--- src/rtl/fetch_stage_ctrl_if.sv ---
// fetch_stage_ctrl_if: hazard/redirect handshake and IF_ID view between later stages and fetch.
interface fetch_stage_ctrl_if #(
  parameter int PC_WIDTH = 32,
  parameter int INST_WIDTH = 32
);
  logic PC_Write;
  logic if_id_Write;
  logic flush;
  logic [PC_WIDTH-1:0] target_pc;
  logic [INST_WIDTH-1:0] imem_inst;
  logic [PC_WIDTH-1:0] pc;
  logic [INST_WIDTH-1:0] if_id_inst;
  logic [PC_WIDTH-1:0] if_id_pc;
  logic if_id_valid;
  logic [1:0] state;
  logic [7:0] stall_streak;
  logic stall_timeout;
  logic [31:0] stall_total;
  logic [31:0] flush_total;
  modport master (
    output PC_Write, if_id_Write, flush, target_pc, imem_inst,
    input pc, if_id_inst, if_id_pc, if_id_valid, state, stall_streak, stall_timeout, stall_total, flush_total
  );
  modport slave (
    input PC_Write, if_id_Write, flush, target_pc, imem_inst,
    output pc, if_id_inst, if_id_pc, if_id_valid, state, stall_streak, stall_timeout, stall_total, flush_total
  );
endinterface

--- src/rtl/fetch_stage_ctrl.sv ---
// fetch_stage_ctrl: PC register and IF_ID buffer applying hold/flush, with stall streak tracking.
// Optional STALL_PERF_COUNTER_EN adds free-running stall/flush cycle totals.
module fetch_stage_ctrl #(
  parameter int PC_WIDTH = 32,
  parameter int INST_WIDTH = 32,
  parameter logic [PC_WIDTH-1:0] RESET_PC = '0,
  parameter int PC_INC = 1,
  parameter logic [INST_WIDTH-1:0] NOP_INST = '0,
  parameter int MAX_STALL = 15
) (
  input logic clk,
  input logic rst,
  fetch_stage_ctrl_if.slave bus
);
  typedef enum logic [1:0] {FILL, RUN, STALL, FLUSHED} state_t;
  localparam logic [7:0] MAX = 8'(MAX_STALL);
  state_t cur, nxt;
  logic stall;
  logic [PC_WIDTH-1:0] pc_r, ipc_r;
  logic [INST_WIDTH-1:0] inst_r;
  logic valid_r, to_r;
  logic [7:0] streak_r;
  assign stall = !bus.flush && !bus.PC_Write;
  always_ff @(posedge clk) cur <= rst ? FILL : nxt;
  always_comb begin
    nxt = RUN;
    nxt = bus.flush ? FLUSHED : (stall ? STALL : RUN);
  end
  always_ff @(posedge clk) begin
    if (rst) begin
      pc_r <= RESET_PC;
      inst_r <= NOP_INST;
      ipc_r <= '0;
      valid_r <= 1'b0;
    end else if (bus.flush) begin
      pc_r <= bus.target_pc;
      inst_r <= NOP_INST;
      ipc_r <= '0;
      valid_r <= 1'b0;
    end else begin
      if (bus.PC_Write) pc_r <= pc_r + PC_WIDTH'(PC_INC);
      if (bus.if_id_Write) begin
        inst_r <= bus.imem_inst;
        ipc_r <= pc_r;
        valid_r <= 1'b1;
      end
    end
  end
  // timeout latches on the stall that brings the streak up to the limit
  always_ff @(posedge clk) begin
    if (rst) begin
      streak_r <= '0;
      to_r <= 1'b0;
    end else begin
      streak_r <= !stall ? 8'd0 : (streak_r >= MAX ? MAX : streak_r + 8'd1);
      if (stall && streak_r >= MAX - 8'd1) to_r <= 1'b1;
    end
  end
`ifdef STALL_PERF_COUNTER_EN
  logic [31:0] st_cnt, fl_cnt;
  always_ff @(posedge clk) begin
    if (rst) begin
      st_cnt <= '0;
      fl_cnt <= '0;
    end else begin
      if (stall) st_cnt <= st_cnt + 32'd1;
      if (bus.flush) fl_cnt <= fl_cnt + 32'd1;
    end
  end
  assign bus.stall_total = st_cnt;
  assign bus.flush_total = fl_cnt;
`else
  assign bus.stall_total = '0;
  assign bus.flush_total = '0;
`endif
  assign bus.pc = pc_r;
  assign bus.if_id_inst = inst_r;
  assign bus.if_id_pc = ipc_r;
  assign bus.if_id_valid = valid_r;
  assign bus.state = cur;
  assign bus.stall_streak = streak_r;
  assign bus.stall_timeout = to_r;
endmodule

--- src/flat_wrapper.sv ---
// flat-port wrapper written by rule: the top's interface ports become plain ports
module fetch_stage_ctrl_flat 
#(
  parameter int PC_WIDTH = 32,
  parameter int INST_WIDTH = 32,
  parameter logic [PC_WIDTH-1:0] RESET_PC = '0,
  parameter int PC_INC = 1,
  parameter logic [INST_WIDTH-1:0] NOP_INST = '0,
  parameter int MAX_STALL = 15
)
  (clk, rst, bus_PC_Write, bus_if_id_Write, bus_flush, bus_target_pc, bus_imem_inst, bus_pc, bus_if_id_inst, bus_if_id_pc, bus_if_id_valid, bus_state, bus_stall_streak, bus_stall_timeout, bus_stall_total, bus_flush_total);
  fetch_stage_ctrl_if #(.PC_WIDTH(PC_WIDTH), .INST_WIDTH(INST_WIDTH)) bus_i ();
  input logic clk;
  input logic rst;
  input wire logic [$bits(bus_i.PC_Write)-1:0] bus_PC_Write;
  input wire logic [$bits(bus_i.if_id_Write)-1:0] bus_if_id_Write;
  input wire logic [$bits(bus_i.flush)-1:0] bus_flush;
  input wire logic [$bits(bus_i.target_pc)-1:0] bus_target_pc;
  input wire logic [$bits(bus_i.imem_inst)-1:0] bus_imem_inst;
  output wire logic [$bits(bus_i.pc)-1:0] bus_pc;
  output wire logic [$bits(bus_i.if_id_inst)-1:0] bus_if_id_inst;
  output wire logic [$bits(bus_i.if_id_pc)-1:0] bus_if_id_pc;
  output wire logic [$bits(bus_i.if_id_valid)-1:0] bus_if_id_valid;
  output wire logic [$bits(bus_i.state)-1:0] bus_state;
  output wire logic [$bits(bus_i.stall_streak)-1:0] bus_stall_streak;
  output wire logic [$bits(bus_i.stall_timeout)-1:0] bus_stall_timeout;
  output wire logic [$bits(bus_i.stall_total)-1:0] bus_stall_total;
  output wire logic [$bits(bus_i.flush_total)-1:0] bus_flush_total;
  assign bus_i.PC_Write = bus_PC_Write;
  assign bus_i.if_id_Write = bus_if_id_Write;
  assign bus_i.flush = bus_flush;
  assign bus_i.target_pc = bus_target_pc;
  assign bus_i.imem_inst = bus_imem_inst;
  assign bus_pc = bus_i.pc;
  assign bus_if_id_inst = bus_i.if_id_inst;
  assign bus_if_id_pc = bus_i.if_id_pc;
  assign bus_if_id_valid = bus_i.if_id_valid;
  assign bus_state = bus_i.state;
  assign bus_stall_streak = bus_i.stall_streak;
  assign bus_stall_timeout = bus_i.stall_timeout;
  assign bus_stall_total = bus_i.stall_total;
  assign bus_flush_total = bus_i.flush_total;
  fetch_stage_ctrl #(.PC_WIDTH(PC_WIDTH), .INST_WIDTH(INST_WIDTH), .RESET_PC(RESET_PC), .PC_INC(PC_INC), .NOP_INST(NOP_INST), .MAX_STALL(MAX_STALL)) u_core (.clk(clk), .rst(rst), .bus(bus_i));
endmodule
--- config.mk ---
export PLATFORM = sky130hd
export DESIGN_NAME = fetch_stage_ctrl_flat
export DESIGN_NICKNAME = d
export VERILOG_FILES = /design/src/rtl/fetch_stage_ctrl_if.sv /design/src/rtl/fetch_stage_ctrl.sv /design/src/flat_wrapper.sv
export SDC_FILE = /design/constraint.sdc
export NUM_CORES = 1
export LEC_CHECK = 0
export CAP_MARGIN = 20
export CORE_MARGIN = 2
export CORE_UTILIZATION = 60
export DETAILED_ROUTE_END_ITERATION = 7
export DONT_BUFFER_PORTS = 1
export MAX_ROUTING_LAYER = met4
export PLACE_DENSITY = 0.76
export SLEW_MARGIN = 20
export SYNTH_ARGS = -nofsm -noshare
export SYNTH_HDL_FRONTEND = slang
export SYNTH_SLANG_ARGS = --single-unit
--- constraint.sdc ---
create_clock -name clk -period 2.8 [get_ports clk]
set_clock_uncertainty 0.2 [all_clocks]
set_input_delay 0.56 -clock clk [delete_from_list [all_inputs] [get_ports clk]]
set_output_delay 0.56 -clock clk [all_outputs]
set_load 0.005 [all_outputs]
==> results.sh, run 1 <==
export IMPL_finalWorstPathRequiredPeriod_ns=2.46
export IMPL_clockPowerShare=0.328
export IMPL_worstMarginPinSlew_ns=0.778
export IMPL_path_clk_slew_ns=0.11
export IMPL_antenna_left=0
export IMPL_wl_um=11800
export IMPL_vdd_ir_drop_max_mv=0.344
export IMPL_final_setup_worst_slack_ns=0.345
export IMPL_layout_drive_gt1_share=0.0714
export IMPL_port_buffer_count=0
export IMPL_synth_lib_cells_used_distinct=54
export IMPL_register_bit_total_from_synthesis=108
export IMPL_numCtsBuffers=9
export IMPL_die_area_um2=9280
export IMPL_cells_traversed_along_the_worst_timing_path="nand4_4 -> or4_4 -> or4_1 -> a311oi_1"
export IMPL_post_route_drc_count=0
export IMPL_timing_critical_path_required_ns=2.89
export IMPL_grt_pass1_vias=3600
export IMPL_drv_slew=0
export IMPL_post_dp_hpwl_um=8600
export IMPL_power_frac_seq=0.596
export IMPL_worstSetupStartpoint="u_core.bus.pc[8]$_SDFFE_PP0P_"
export IMPL_rows=33
export IMPL_p_sw_frac=0.279
export IMPL_postSynthCellCount=562
export IMPL_number_of_enable_flip_flop_cells_after_synthesis=0
export IMPL_run_status="finished clean"
export IMPL_grt_use_total=0.254
export IMPL_grt_max_degree=66
export IMPL_die_h_um=96.3
export IMPL_timing_critical_path_slowest_cell_delay_ns=0.65
export IMPL_timing_rr_start="u_core.bus.pc[8]$_SDFFE_PP0P_"
export IMPL_synth_seq_area_share=0.423
export IMPL_max_clock_freq_mhz=407
export IMPL_global_route_wire_length_before_repair_um=17700
export IMPL_floorplan_die_width_um=96.3
export IMPL_yosys_most_used_dff="sky130_fd_sc_hd__dfxtp_1"
export IMPL_rsz0062_at_grt="no"
export IMPL_hold_violations=0
export IMPL_final_common_cell="sky130_fd_sc_hd__dfxtp_1"
export IMPL_floorplan_io_pins=241
export IMPL_drt_pre_antenna_iters=4
export IMPL_final_critical_path_share_of_the_clock_period=0.877
export IMPL_crit_fanout=12
export IMPL_commonest_cells_after_routing_fill_and_taps_aside="108 x sky130_fd_sc_hd__dfxtp_1, 88 x sky130_fd_sc_hd__nor2_1, 68 x sky130_fd_sc_hd__conb_1"
export IMPL_htreeDepth=3
export IMPL_postSynthAreaPerCell_um2=9.10
export IMPL_critical_path_startpoint_type="register"
export IMPL_crit_arrival_ns=2.54
export IMPL_power_density_nw_per_um2=553
export IMPL_cts_root_to_sink_buffers=2
export IMPL_synthesis_yosys_warnings=0
export IMPL_routedWlPerCell_um=17.7
export IMPL_synthesis_area_um2=5110
export IMPL_timing_critical_path_to_type="register"
export IMPL_dp_slack_ns=0.364
export IMPL_netSwitchingPower_uw=794
export IMPL_net_total_in_the_final_layout=627
export IMPL_area_growth_syn_to_layout_pct=0.587
export IMPL_num_vias=3893
export IMPL_internal_power_mw=2.05
export IMPL_hold_path_cell_count=1
export IMPL_post_cts_repair_setup_buffers=0
export IMPL_gp_congestion=0.845
export IMPL_clock_root_buffer="sky130_fd_sc_hd__clkbuf_8"
export IMPL_clock_sinks=108
export IMPL_cts_hold_buf=0
export IMPL_worstRegToRegCells=4
export IMPL_finalSetupTns_ns=0
export IMPL_reg2reg_slack_ns=0.34
export IMPL_postCtsResizedCells=0
export IMPL_initialDrtViolationCount=163
export IMPL_slowest_cell_on_the_critical_path="sky130_fd_sc_hd__or4_4"
export IMPL_p_total_mw=2.85
export IMPL_grt_ovfl_total=0
export IMPL_critical_path_class="reg -> reg"
export IMPL_maxcap_violations=0
export IMPL_proportion_of_synthesized_flip_flops_having_asynchronous_set_or_reset=0
export IMPL_grt_antenna_before_repair=1
export IMPL_timing_final_setup_violations=0
export IMPL_core_area_um2=8260
export IMPL_tritoncts="yes"
export IMPL_initial_core_util=0.619
export IMPL_slew_headroom=0.480
export IMPL_via_per_inst=5.85
export IMPL_worst_hold_path_type="in -> reg"
export IMPL_static_leakage_power_nw=2.09
export IMPL_cp_endpoint="u_core.bus.pc[19]$_SDFFE_PP0P_"
export IMPL_clock_network_latency_to_the_later_pin_of_the_worst_skew_pair_ns=0.38
export IMPL_reg2reg_to="u_core.bus.pc[19]$_SDFFE_PP0P_"
export IMPL_power_share_combinational=0.077
## cells by family after synthesis
group / Yosys count / synth area share
adders and majority gates: 3 / 0.00734
muxes: 65 / 0.127
DFF: 108 / 0.423
other: 1 / 0.000733
buffers and inverters: 107 / 0.133
and+or+nand+nor: 198 / 0.195
xor gates and xnor gates: 13 / 0.0223
AOI/OAI and AO/OA: 67 / 0.0915
## cell type report
type | count | area [um2]
Inverter | 9 | 33.8
Antenna cell | 1 | 2.50
Timing Repair Buffer | 13 | 97.6
Sequential cell | 108 | 2160
Multi-Input combinational cell | 414 | 2520
Fill cell | 755 | 3110
Tap cell | 105 | 131
Clock inverter | 7 | 68.8
Clock buffer | 9 | 124
## layer usage
layer / vias up / global-route usage / wire [um]
met5: - / - / 0
met4: 0 / 0.104 / 272
met3: 25 / 0.0885 / 1210
met2: 208 / 0.421 / 5880
met1: 1817 / 0.279 / 4420
li1: 1843 / - / -
## cell usage after synthesis (all sizes together) (2+ instances only)
cell type,instances,area [um2]
xnor2,8,70.1
mux2i,65,651
dfxtp,108,2160
and3,5,31.3
nor3b,6,45.0
nor2,88,330
a21oi,15,75.1
a211oi,9,67.6
and4,5,43.8
nand3,15,75.1
ha,3,37.5
nand2b,2,12.5
o21ai,9,45.0
or3,7,45.1
inv,9,33.8
nand2,23,86.3
o221ai,2,17.5
a311oi,8,70.1
or2,2,12.5
nor4,7,50.1
clkbuf,16,60.1
or4,10,80.1
o211a,2,20.0
xor2,5,43.8
o31ai,6,45.0
nor3,11,55.1
buf,80,568
o211ai,3,22.5
a31oi,4,25.0
nand4,14,103
## state kept, by name (all words and copies together), names as in the netlist
signal / cells
u_core.bus.pc: 32
u_core.bus.stall_streak: 8
u_core.bus.stall_timeout: 1
u_core.bus.if_id_inst: 32
u_core.bus.if_id_valid: 1
u_core.bus.if_id_pc: 32
u_core.bus.state: 2
## power groups by stage
stage          sequential, mW  clock [mW]  combinational [mW]
3_5_place_dp             1.73           0               0.216
2_1_floorplan            1.70           0               0.281
4_1_cts                  1.70       0.950               0.217
3_3_place_gp             1.73           0               0.209
5_1_grt                  1.71        1.01               0.250
6_report                 1.70       0.932               0.218
## stage by stage
step	util	hold WS, ns	std cells	instance area (um2)
after floorplan	-	0.256	629	5370
final	0.623	0.0357	666	5140
after global routing	0.623	0.0214	666	5140
after global placement	0.599	0.275	649	4950
after CTS	0.623	0.0289	665	5140
after detailed placement	0.599	0.293	649	4950
## critical path: cells and delay by family (launching register included)
kind             cells  cell delay, ns
AO/OA/AOI/OAI        1            0.27
AND/OR/NAND/NOR      3            1.35
flip-flops           1            0.53
## worst min path at each step
stage	to	start	slack, ns
3_5_place_dp	u_core.bus.stall_timeout$_SDFFE_PP0P_	u_core.bus.stall_timeout$_SDFFE_PP0P_	0.29
5_1_grt	u_core.bus.pc[14]$_SDFFE_PP0P_	rst	0.02
6_report	u_core.bus.state[1]$_SDFF_PP0_	rst	0.04
2_1_floorplan	u_core.bus.stall_timeout$_SDFFE_PP0P_	u_core.bus.stall_timeout$_SDFFE_PP0P_	0.26
4_1_cts	u_core.bus.state[1]$_SDFF_PP0_	rst	0.03
3_3_place_gp	u_core.bus.if_id_valid$_SDFFE_PP0P_	u_core.bus.if_id_valid$_SDFFE_PP0P_	0.28
No activity file was read; power rests on OpenSTA's default activity.
==> run 2: changes to the inputs <==
- MAX_ROUTING_LAYER: met4 -> not set
==> run 2 against run 1 <==
Against the previous run: maximum frequency up 0.12%; non-clock buffer count unchanged; sequential share of layout area unchanged.
==> results.sh, run 2 (synthesized netlist as in run 1, its figures left out) <==
export IMPL_die_area_um2=9280
export IMPL_grt_antenna_before_repair=1
export IMPL_grt_max_degree=66
export IMPL_max_clock_freq_mhz=408
export IMPL_initialDrtViolationCount=119
export IMPL_hold_violations=0
export IMPL_slew_headroom=0.475
export IMPL_rsz0062_at_grt="no"
export IMPL_grt_ovfl_total=0
export IMPL_numCtsBuffers=9
export IMPL_cts_hold_buf=0
export IMPL_vdd_ir_drop_max_mv=0.343
export IMPL_drt_pre_antenna_iters=4
export IMPL_cts_root_to_sink_buffers=2
export IMPL_p_sw_frac=0.278
export IMPL_post_dp_hpwl_um=8600
export IMPL_timing_final_setup_violations=0
export IMPL_net_total_in_the_final_layout=627
export IMPL_timing_critical_path_required_ns=2.88
export IMPL_grt_pass1_vias=3609
export IMPL_static_leakage_power_nw=2.09
export IMPL_die_h_um=96.3
export IMPL_run_status="finished clean"
export IMPL_internal_power_mw=2.05
export IMPL_commonest_cells_after_routing_fill_and_taps_aside="108 x sky130_fd_sc_hd__dfxtp_1, 88 x sky130_fd_sc_hd__nor2_1, 68 x sky130_fd_sc_hd__conb_1"
export IMPL_netSwitchingPower_uw=788
export IMPL_final_common_cell="sky130_fd_sc_hd__dfxtp_1"
export IMPL_clock_root_buffer="sky130_fd_sc_hd__clkbuf_8"
export IMPL_grt_use_total=0.247
export IMPL_floorplan_io_pins=241
export IMPL_nFillCells=755
export IMPL_area_growth_syn_to_layout_pct=0.587
export IMPL_layout_drive_gt1_share=0.0714
export IMPL_via_per_inst=5.83
export IMPL_core_area_um2=8260
export IMPL_post_route_drc_count=0
export IMPL_p_total_mw=2.84
export IMPL_critical_path_class="reg -> reg"
export IMPL_wl_um=11700
export IMPL_global_route_wire_length_before_repair_um=17700
export IMPL_maxcap_violations=0
export IMPL_finalWorstPathRequiredPeriod_ns=2.45
export IMPL_clock_sinks=108
export IMPL_num_vias=3881
export IMPL_worstMarginPinSlew_ns=0.786
export IMPL_power_share_combinational=0.076
export IMPL_finalSetupTns_ns=0
export IMPL_initial_core_util=0.619
export IMPL_path_clk_slew_ns=0.11
export IMPL_tritoncts="yes"
export IMPL_floorplan_die_width_um=96.3
export IMPL_crit_arrival_ns=2.53
export IMPL_worstRegToRegCells=4
export IMPL_critical_path_startpoint_type="register"
export IMPL_power_frac_seq=0.597
export IMPL_clock_network_latency_to_the_later_pin_of_the_worst_skew_pair_ns=0.37
export IMPL_antenna_left=0
export IMPL_htreeDepth=3
export IMPL_hold_path_cell_count=1
export IMPL_rows=33
export IMPL_crit_fanout=12
export IMPL_clockPowerShare=0.327
export IMPL_postCtsResizedCells=0
export IMPL_worst_hold_path_type="in -> reg"
export IMPL_port_buffer_count=0
export IMPL_post_cts_repair_setup_buffers=0
export IMPL_power_density_nw_per_um2=552
export IMPL_drv_slew=0
export IMPL_timing_critical_path_to_type="register"
export IMPL_gp_congestion=0.832
export IMPL_routedWlPerCell_um=17.6
export IMPL_final_critical_path_share_of_the_clock_period=0.876
## run 2: cell counts in the layout (fill, tap and decap cells not counted)
No cell type changed its count.
## run 2: final timing paths
kind | startpoint | slack [ns] | end
max | u_core.bus.pc[8]$_SDFFE_PP0P_ | 0.35 | u_core.bus.pc[19]$_SDFFE_PP0P_
min | rst | 0.04 | u_core.bus.state[1]$_SDFF_PP0_
max reg2reg | u_core.bus.pc[8]$_SDFFE_PP0P_ | 0.35 | u_core.bus.pc[19]$_SDFFE_PP0P_
min reg2reg | u_core.bus.stall_timeout$_SDFFE_PP0P_ | 0.30 | u_core.bus.stall_timeout$_SDFFE_PP0P_
## run 2: worst max-delay path, stage by stage, from the launching register on
cell and delay, ns:
sky130_fd_sc_hd__dfxtp_1 0.53, sky130_fd_sc_hd__nand4_4 0.18, sky130_fd_sc_hd__or4_4 0.65, sky130_fd_sc_hd__or4_1 0.53, sky130_fd_sc_hd__a311oi_1 0.27
## run 2: area by class of cell
cell class | count | area (um2) | area share
clock inverter | 7 | 68.8 | 0.0134
inverter | 9 | 33.8 | 0.00657
sequential | 108 | 2160 | 0.420
tap | 105 | 131 | 0.0255
multi-input combinational | 414 | 2520 | 0.491
timing repair buffer | 13 | 97.6 | 0.0190
antenna | 1 | 2.50 | 0.000486
clock buffer | 9 | 124 | 0.0241
## run 2: stage by stage
step	instance area, um2	hold WS [ns]	worst slack, ns	cells	util
2_1_floorplan	5370	0.256	0.518	629	-
5_1_grt	5140	0.0214	0.226	666	0.623
3_3_place_gp	4950	0.275	0.449	649	0.599
4_1_cts	5140	0.0289	0.343	665	0.623
6_report	5140	0.0396	0.348	666	0.623
3_5_place_dp	4950	0.293	0.364	649	0.599
## run 2: power groups by stage
| stage | registers [mW] | clock network (mW) | logic (mW) |
|---|---|---|---|
| detailed placement | 1.73 | 0 | 0.216 |
| global route | 1.71 | 1.01 | 0.250 |
| CTS | 1.70 | 0.950 | 0.217 |
| finish | 1.70 | 0.927 | 0.217 |
| floorplan | 1.70 | 0 | 0.281 |
| global placement | 1.73 | 0 | 0.209 |
## run 2: layer usage
layer  global-route usage  routed length, um  vias up
met5                    0                  0        -
met4                0.107                289        0
met3               0.0901               1240       25
met2                0.420               5850      193
met1                0.279               4350     1817
li1                     -                  -     1846
